$ cat config.mk
export PLATFORM = sky130hd
export DESIGN_NAME = mdu_iter
export DESIGN_NICKNAME = d
export VERILOG_FILES = /design/src/rtl/mdu_pkg.sv /design/src/rtl/mdu_iter_core.sv /design/src/rtl/mdu_iter.sv
export SDC_FILE = /design/constraint.sdc
export NUM_CORES = 1
export LEC_CHECK = 0
export CORE_UTILIZATION = 37
export CTS_BUF_LIST = sky130_fd_sc_hd__clkbuf_16
export DETAILED_ROUTE_END_ITERATION = 8
export HOLD_SLACK_MARGIN = 0.1
export PLACE_DENSITY = 0.62
export SLEW_MARGIN = 10
export SYNTH_ARGS = -nofsm -noshare
export SYNTH_HDL_FRONTEND = slang
export SYNTH_SLANG_ARGS = --single-unit
$ cat constraint.sdc
create_clock -name clk_i -period 3.2 [get_ports clk_i]
set_input_delay 0.64 -clock clk_i [delete_from_list [all_inputs] [get_ports clk_i]]
set_output_delay 0.64 -clock clk_i [all_outputs]
set_load 0.02 [all_outputs]
$ cat src/rtl/mdu_pkg.sv
// mdu_pkg: op codes, FSM states and op-class helpers for the
// iterative multiply/divide unit (also used by the ALU decoder).
package mdu_pkg;

  localparam int OPC_W = 5;

  localparam logic [OPC_W-1:0] MUL    = 5'd21;
  localparam logic [OPC_W-1:0] MULH   = 5'd22;
  localparam logic [OPC_W-1:0] MULHSU = 5'd23;
  localparam logic [OPC_W-1:0] MULHU  = 5'd24;
  localparam logic [OPC_W-1:0] DIV    = 5'd25;
  localparam logic [OPC_W-1:0] DIVU   = 5'd26;
  localparam logic [OPC_W-1:0] REM    = 5'd27;
  localparam logic [OPC_W-1:0] REMU   = 5'd28;

  typedef enum logic [1:0] {
    IDLE,
    CALC,
    FIX,
    DONE
  } state_t;

  function automatic logic is_mul(input logic [OPC_W-1:0] op);
    return op inside {MUL, MULH, MULHSU, MULHU};
  endfunction

  function automatic logic is_mulh(input logic [OPC_W-1:0] op);
    return op inside {MULH, MULHSU, MULHU};
  endfunction

  function automatic logic is_quo(input logic [OPC_W-1:0] op);
    return op inside {DIV, DIVU};
  endfunction

  function automatic logic is_rem(input logic [OPC_W-1:0] op);
    return op inside {REM, REMU};
  endfunction

  function automatic logic is_signed_a(input logic [OPC_W-1:0] op);
    return op inside {MUL, MULH, MULHSU, DIV, REM};
  endfunction

  function automatic logic is_signed_b(input logic [OPC_W-1:0] op);
    return op inside {MUL, MULH, DIV, REM};
  endfunction

endpackage

$ cat src/rtl/mdu_iter_core.sv
// mdu_iter_core: shared {hi,lo} shift register, one radix-2 step
// per cycle. Ports: load (a,b), step, div_mode; hi/lo out.
module mdu_iter_core
  import mdu_pkg::*;
#(
  parameter int XLEN = 32
) (
  input  logic            clk,
  input  logic            rst_n,
  input  logic            load,
  input  logic            step,
  input  logic            div_mode,
  input  logic [XLEN-1:0] a,
  input  logic [XLEN-1:0] b,
  output logic [XLEN-1:0] hi,
  output logic [XLEN-1:0] lo
);

  logic [XLEN-1:0] bq;
  logic [XLEN-1:0] hi_n, lo_n, dif;
  logic [XLEN:0]   sum, shl;

  always_comb begin
    sum  = {1'b0, hi} + {1'b0, bq};
    shl  = {hi, lo[XLEN-1]};
    dif  = shl[XLEN-1:0] - bq;
    hi_n = hi;
    lo_n = lo;
    if (div_mode) begin
      // restoring: the difference is kept only when it fits
      if (shl >= {1'b0, bq}) begin
        hi_n = dif;
        lo_n = {lo[XLEN-2:0], 1'b1};
      end else begin
        hi_n = shl[XLEN-1:0];
        lo_n = {lo[XLEN-2:0], 1'b0};
      end
    end else begin
      // shift-add, LSB of lo is the current multiplier bit
      if (lo[0]) begin
        hi_n = sum[XLEN:1];
        lo_n = {sum[0], lo[XLEN-1:1]};
      end else begin
        hi_n = {1'b0, hi[XLEN-1:1]};
        lo_n = {hi[0], lo[XLEN-1:1]};
      end
    end
  end

  always_ff @(posedge clk or negedge rst_n) begin
    if (!rst_n) begin
      hi <= '0;
      lo <= '0;
      bq <= '0;
    end else if (load) begin
      hi <= '0;
      lo <= a;
      bq <= b;
    end else if (step) begin
      hi <= hi_n;
      lo <= lo_n;
    end
  end

endmodule

$ cat src/rtl/mdu_iter.sv
// mdu_iter: multi-cycle RV32M/RV64M mul/div unit. Handshake
// valid_i/ready_o in, valid_o/ready_i out, flush_i, busy_o.
// Optional macro MDU_EARLY_OUT_EN: div-by-zero, signed overflow
// and zero multiply operands skip the iterations.
module mdu_iter
  import mdu_pkg::*;
#(
  parameter int XLEN = 32,
  parameter int OPW  = 5,
  parameter int CNTW = $clog2(XLEN) + 1
) (
  input  logic            clk_i,
  input  logic            rst_ni,
  input  logic            valid_i,
  output logic            ready_o,
  input  logic [OPW-1:0]  op_i,
  input  logic [XLEN-1:0] a_i,
  input  logic [XLEN-1:0] b_i,
  input  logic            flush_i,
  output logic            valid_o,
  input  logic            ready_i,
  output logic [XLEN-1:0] result_o,
  output logic            busy_o
);

  state_t            state;
  logic [CNTW-1:0]   cnt;
  logic [OPC_W-1:0]  op_n, op_q;
  logic              sa_n, sb_n, sa_q, sb_q, dz_q;
  logic [XLEN-1:0]   mag_a, mag_b, hi, lo;
  logic              accept, step, early;
  logic [2*XLEN-1:0] prod;
  logic [XLEN-1:0]   quo, rem, fix_res, fix_out;

  assign op_n   = OPC_W'(op_i);
  assign sa_n   = is_signed_a(op_n) & a_i[XLEN-1];
  assign sb_n   = is_signed_b(op_n) & b_i[XLEN-1];
  assign mag_a  = sa_n ? -a_i : a_i;
  assign mag_b  = sb_n ? -b_i : b_i;
  assign accept = (state == IDLE) & valid_i
                & ready_o & !flush_i;
  assign step   = (state == CALC) & !flush_i;

  mdu_iter_core #(.XLEN(XLEN)) u_core (
    .clk      (clk_i),
    .rst_n    (rst_ni),
    .load     (accept),
    .step     (step),
    .div_mode (!is_mul(op_q)),
    .a        (mag_a),
    .b        (mag_b),
    .hi       (hi),
    .lo       (lo)
  );

  always_comb begin
    prod = {hi, lo};
    if (sa_q ^ sb_q) prod = -prod;
    quo = (sa_q ^ sb_q) ? -lo : lo;
    if (dz_q) quo = '1;
    // remainder follows the dividend; for b=0 this yields a
    rem = sa_q ? -hi : hi;
    fix_res = '0;
    unique case (1'b1)
      op_q == MUL:   fix_res = prod[XLEN-1:0];
      is_mulh(op_q): fix_res = prod[2*XLEN-1:XLEN];
      is_quo(op_q):  fix_res = quo;
      is_rem(op_q):  fix_res = rem;
      default:       fix_res = '0;
    endcase
  end

`ifdef MDU_EARLY_OUT_EN
  logic            ovf, dz, early_q;
  logic [XLEN-1:0] early_res, early_res_q;

  always_comb begin
    dz  = (b_i == '0);
    ovf = (op_n == DIV || op_n == REM)
        & (a_i == {1'b1, {(XLEN-1){1'b0}}})
        & (&b_i);
    early = (is_mul(op_n) & (a_i == '0 || b_i == '0))
          | ((is_quo(op_n) | is_rem(op_n)) & (dz | ovf));
    early_res = '0;
    if (is_quo(op_n)) early_res = dz ? '1 : a_i;
    if (is_rem(op_n)) early_res = dz ? a_i : '0;
  end

  always_ff @(posedge clk_i or negedge rst_ni) begin
    if (!rst_ni) begin
      early_q     <= 1'b0;
      early_res_q <= '0;
    end else if (accept) begin
      early_q     <= early;
      early_res_q <= early_res;
    end
  end

  assign fix_out = early_q ? early_res_q : fix_res;
`else
  assign early   = 1'b0;
  assign fix_out = fix_res;
`endif

  always_ff @(posedge clk_i or negedge rst_ni) begin
    if (!rst_ni) begin
      state    <= IDLE;
      ready_o  <= 1'b1;
      valid_o  <= 1'b0;
      busy_o   <= 1'b0;
      result_o <= '0;
      cnt      <= '0;
      op_q     <= '0;
      sa_q     <= 1'b0;
      sb_q     <= 1'b0;
      dz_q     <= 1'b0;
    end else if (flush_i) begin
      state   <= IDLE;
      ready_o <= 1'b1;
      valid_o <= 1'b0;
      busy_o  <= 1'b0;
    end else begin
      unique case (state)
        IDLE: if (accept) begin
          // early-out goes straight to FIX for one-cycle latency
          state   <= early ? FIX : CALC;
          ready_o <= 1'b0;
          busy_o  <= 1'b1;
          cnt     <= '0;
          op_q    <= op_n;
          sa_q    <= sa_n;
          sb_q    <= sb_n;
          dz_q    <= (b_i == '0);
        end
        CALC: begin
          cnt <= cnt + CNTW'(1);
          if (cnt == CNTW'(XLEN - 1)) state <= FIX;
        end
        FIX: begin
          result_o <= fix_out;
          valid_o  <= 1'b1;
          state    <= DONE;
        end
        DONE: if (ready_i) begin
          state   <= IDLE;
          valid_o <= 1'b0;
          ready_o <= 1'b1;
          busy_o  <= 1'b0;
        end
        default: state <= IDLE;
      endcase
    end
  end

endmodule

* Yosys cells after proc, flatten, opt, wreduce, memory -nomap -nowiden *
Cells that the tools add are included.

word-level totals
  register bits = 147
  bits in latches = 0
  bits in writable memories = 0
  bits in read-only memories = 0
  bits of input ports = 74
  output and inout port bits = 35
  logic and storage cells = 104
  memories kept = 0

operators by class
  add/subtract/negate cells = 8
  multipliers = 0
  divide/modulo/power cells = 0
  order comparisons = 1
  eq/ne operators = 21
  shift operators = 0
  mux-type cells = 34
  bitwise operators = 8
  reductions and logical operators = 19

operator list
  cell                   number
  $mux W32               14
  $neg A32 Y32           4
  $pmux W32 S4           1
  $eq A5 B5 Y1 const B   13
  $mux W64               1
  $neg A64 Y64           1
  $add A32 B32 Y33       1
  $ge A33 B32 Y1         1
  $logic_not A32 Y1      1
  $sub A32 B32 Y32       1
  $pmux W6 S2            1
  $reduce_and A3 Y1      4
  $reduce_bool A3 Y1     3
  $mux W1                8
  $mux W2                4
  $pmux W2 S4            1
  $reduce_bool A2 Y1     4
  $reduce_bool A4 Y1     2
  $add A6 B1 Y6 const B  1
  $and A1 B1 Y1          6
  $eq A6 B5 Y1 const B   1
  $mux W6                1
  $ne A3 B3 Y1 const B   2
  $pmux W1 S2            3
  other kinds (10)       12

* Logic depth before layout (Yosys ltp) *
  depth after elaboration = 7
  depth in mapped cells = 14
  gate-level depth less buffers = 13

* Cells and area by module *
A second synthesis with hierarchy kept.

second synthesis, totals
  cells, all modules = 1,981
  area, all modules = 15,329.7 um^2

by module, submodules not included
  module         instances  cells an instance  area each (um^2)  sequential area each (um^2)
  mdu_iter_core  1          1,127              9,041.2           2,402.3
  mdu_iter       1          854                6,288.5           1,277.5

* Worst setup path after synthesis *
No wires, ideal clock.

  path type = reg-to-reg
  from = reg u_core.hi[1]
  to = reg u_core.hi[31]
  setup time = 0.136 ns
  arrival time = 2.827 ns
  required time = 3.064 ns
  slack = 0.237 ns
  cell stages (with the launch flop) = 13
  path buffers = 1
  clock period less this slack = 2.963 ns
  cell sequence = dfrtp_1 > clkbuf_1 > inv_1 > fa_1 > nand2b_1 > a21oi_1 > o41ai_1 > a21oi_1 > nor3_1 > o31ai_1 > a21o_1 > a2111oi_0 > o31ai_2

on the way
  cells in the longest elaborated chain, start to end = 5
  elaborated cells on any way between the ends = 8
  those cells by class = add/sub: 2; order compare: 1; mux: 5

RTL lines
  element                                         RTL line                                  source
  start: declaration                              mdu_iter_core.sv:15                       output logic [XLEN-1:0] hi,
  start signal: assignment                        mdu_iter_core.sv:60                       hi <= hi_n;
  $sub A32 B32 Y32, or another cell as far along  mdu_iter_core.sv:26                       dif = shl[XLEN-1:0] - bq;
  $mux W32, on equally long branches              mdu_iter_core.sv:31, mdu_iter_core.sv:40
  $mux W32 *                                      mdu_iter_core.sv:29                       if (div_mode) begin
  $mux W32 *                                      mdu_iter_core.sv:59                       end else if (step) begin
  $mux W32 *                                      mdu_iter_core.sv:55                       end else if (load) begin

Every way passes the cells marked *; elsewhere a longest branch is shown, timed or not. The select of a mux whose other input is x is not followed.
A chain may end at the register's enable or synchronous reset.

* Worst setup path after layout *
  from = reg u_core.hi[0]
  to = reg u_core.hi[27]

The elaborated chain is that of the path after synthesis.

==> results.md <==
- Result of the run: completed
- Skew-Pair Late Insertion Delay: 460 ps
- Count of flip-flops with a built-in enable after synthesis: 0
- Antenna diode count: 0
- Transition time at the pin with the least slew margin: 764 ps
- Routed length per instance: 19.5 µm
- Total CTS buffers: 17
- Maximum clock frequency: 0.325 GHz
- Area share of the largest cell type after synthesis: 0.250
- Most common cell after layout, fill and taps aside: sky130_fd_sc_hd__nand2_1
- Synthesized Nets: 2109
- Worst clock skew on the final layout: 13.0 ps
- GPL Wtd Cong: 0.977
- Number of pins with negative max-slew slack in the final report: 0
- Number of placed I/O pins: 109
- Number of clock sinks: 147
- Vertical extent of the die: 201 µm
- Number of cells traversed by the worst register-to-register path: 13
- 1st-iter DRT viols: 1380
- Final Hold Viols: 0
- Count of state elements after synthesis: 147
- Post-CTS clock slew at the launch and capture registers of the worst setup and hold paths: 70 ps
- Pin count of the biggest net entering global routing: 67
- Number of different library cells in the post-synthesis netlist: 88
- Area of the mapped netlist: 14600 µm²
- Internal Dissipation: 9.39 mW
- Die area: 40300 µm²
- Post-DP Area: 17400 µm²
- Site row count: 72
- CP Launch Type: register
- LEAKAGE: 7.76 nW
- Proportion of synthesized flip-flops having asynchronous set or reset: 1.00
- Cell taking the most area after synthesis: sky130_fd_sc_hd__dfrtp_1
- Sequential share of power: 0.175
- Detailed Routing Iterations Pass 1: 6
- Remaining Overflow, GRT: 0
- Total of max-cap violations: 0
- Die X-Extent: 201 µm
- Top cells by area in the synthesized netlist: sky130_fd_sc_hd__dfrtp_1, sky130_fd_sc_hd__nand2_1, sky130_fd_sc_hd__ha_1
- Vias after detailed routing: 15336
- Number of nets in the layout: 2301
- GRT Util Overall: 0.259
- Switching part of the total power: 0.506
- Part of the power in combinational logic: 0.712
- Worst slew margin relative to its limit: 0.489
- Number of global-route vias before repair: 14512
- Clock Power Share: 0.112
- Worst EP required: 3600 ps
- Total negative setup slack: 0 ps
- Commonest cells after routing, fill and taps aside: sky130_fd_sc_hd__nand2_1, sky130_fd_sc_hd__buf_4, sky130_fd_sc_hd__nor2_1, sky130_fd_sc_hd__a21oi_1, sky130_fd_sc_hd__dfrtp_1
- DRC: 0
- Sw power: 9.62 mW
- Worst slack on hold paths: 193 ps
- DPL Wire Length: 40900 µm
- Fillers: 3899
- Count of final setup violators: 0
- Critical path class: reg -> reg
- Gate count of the mapped netlist: 1960
- Hold buffer count at CTS: 0
- DR vias/cell: 5.72
- Synth Warn #: 0
- Antenna violation net count after detailed routing: 0
- CTS tree: yes
- Maximum ir drop on the vdd rail: 0.490 mV
- Wire length of the first global-routing pass: 82300 µm
- Share of layout cells above drive strength 1: 0.136
- Synthesized area per cell: 7.45 µm²
- Final design instance area without fill: 18200 µm²
- Area delta synth->final: 24.6%
- Clk buf depth: 2
- Placeable core region: 38800 µm²
- Maximum fanout along the worst path: 9
- Share of the clock period used by the worst path after layout: 0.962
- PD cells: 1040 nW/µm²
- Classification of the worst-slack hold path: in -> async
- Initial cell density of the core: 0.376
- Share of synthesized area occupied by flip-flops and latches: 0.252
- Leading register cell type out of synthesis: sky130_fd_sc_hd__dfrtp_1
- Final WL: 52300 µm
- Crit path time final: 3080 ps
- Arrival @ worst endpoint: 3480 ps
- CP endpoint kind: register
- Input/output buffers: 108
- Number of antenna violations at the first check in global routing: 1
- Clk Tree Root Cell: sky130_fd_sc_hd__clkbuf_16
- CTS H-tree lvls: 4
- Post-layout utilization of the core: 0.469
-- through the flow --
stage / instances / power (mW) / setup slack (ps)
after floorplan: 1960 / 11.6 / 237
after global placement: 2650 / 16.3 / -232
after detailed placement: 2650 / 16.4 / -161
after CTS: 2682 / 18.6 / 14.4
after global routing: 2683 / 20.4 / -27.9
final: 2683 / 19.0 / 122
-- kinds of logic (layout without fill, tap and decap cells) --
kind of cell | Yosys count | after routing | synth area share
AOI/OAI and AO/OA | 637 | 637 | 0.273
xor gates and xnor gates | 201 | 201 | 0.120
adders and majority gates | 75 | 75 | 0.0653
buffers and inverters | 211 | 416 | 0.0567
DFF | 147 | 147 | 0.252
muxes | 28 | 28 | 0.0199
and+or+nand+nor | 661 | 661 | 0.212
-- critical path: stages (launching register included) --
cell and delay, ps:
sky130_fd_sc_hd__dfrtp_1 390, sky130_fd_sc_hd__buf_6 160, sky130_fd_sc_hd__ha_1 300, sky130_fd_sc_hd__nor2b_1 140, sky130_fd_sc_hd__o31a_1 270, sky130_fd_sc_hd__buf_4 160
sky130_fd_sc_hd__o21a_1 210, sky130_fd_sc_hd__o21a_2 230, sky130_fd_sc_hd__buf_4 160, sky130_fd_sc_hd__or4_1 500, sky130_fd_sc_hd__nand4_1 130, sky130_fd_sc_hd__mux2i_1 80
sky130_fd_sc_hd__o22ai_1 150, sky130_fd_sc_hd__a22o_1 150
-- metal layers --
metal  wire, µm  track usage  vias to the layer above
li1           -            -                     7439
met1      24500        0.363                     7319
met2      23200        0.407                      497
met3       2950       0.0372                       79
met4       1540       0.0862                        2
met5         12            0                        -
-- final cells by class --
type	count	area, µm²	area share
well taps	518	648	0.0356
inverters	75	282	0.0155
clock buffers	17	425	0.0234
repair buffers	309	2690	0.148
multi-input cells	1602	10300	0.566
clock inverters	15	181	0.00997
flip-flops and latches	147	3680	0.202
-- path summary, 6_finish.rpt --
path,startpoint,end,slack (ps)
setup / recovery,u_core.hi[0],u_core.hi[27],120
hold / removal,rst_ni,u_core.lo[25],190
setup reg to reg,u_core.hi[0],u_core.hi[27],120
hold reg to reg,result_o[7],result_o[7],480
max in group asynchronous,rst_ni,ready_o,2240
min in group clk_i,result_o[7],result_o[7],480
-- sequential cells by signal, summed over array words and instances, names as in the netlist, 2 cells and up --
name       count
cnt            6
op_q           5
result_o      32
state          2
u_core.bq     32
u_core.hi     32
u_core.lo     32
-- Yosys cell counts (all sizes together), types with 22 or more instances --
master    n
o31ai    34
nor3     54
xor2     97
nand2b   22
nor4     23
ha       73
clkbuf  115
o21ai   199
a21oi   155
a31oi    39
o221ai   27
inv      74
nand2   267
xnor2   104
a21o     22
nand3    38
dfrtp   146
a22oi    26
nor2    158
-- repair_timing --
| action | in CTS | in global routing |
|---|---|---|
| buffers inserted | 0 | 1 |
| setup endpoints to repair | 3 | 19 |
| gates resized for setup | 4 | 28 |
| pin swaps | 1 | 7 |
| hold endpoints to repair | 0 | 0 |
-- power by group through the flow --
stage	combinational [mW]	sequential, mW	clock [mW]
floorplan	8.47	3.16	0
global placement	13.0	3.31	0
detailed placement	13.1	3.34	0
CTS	13.2	3.31	2.18
global route	14.7	3.42	2.24
finish	13.5	3.34	2.14
(Power assumes the default switching activity.)
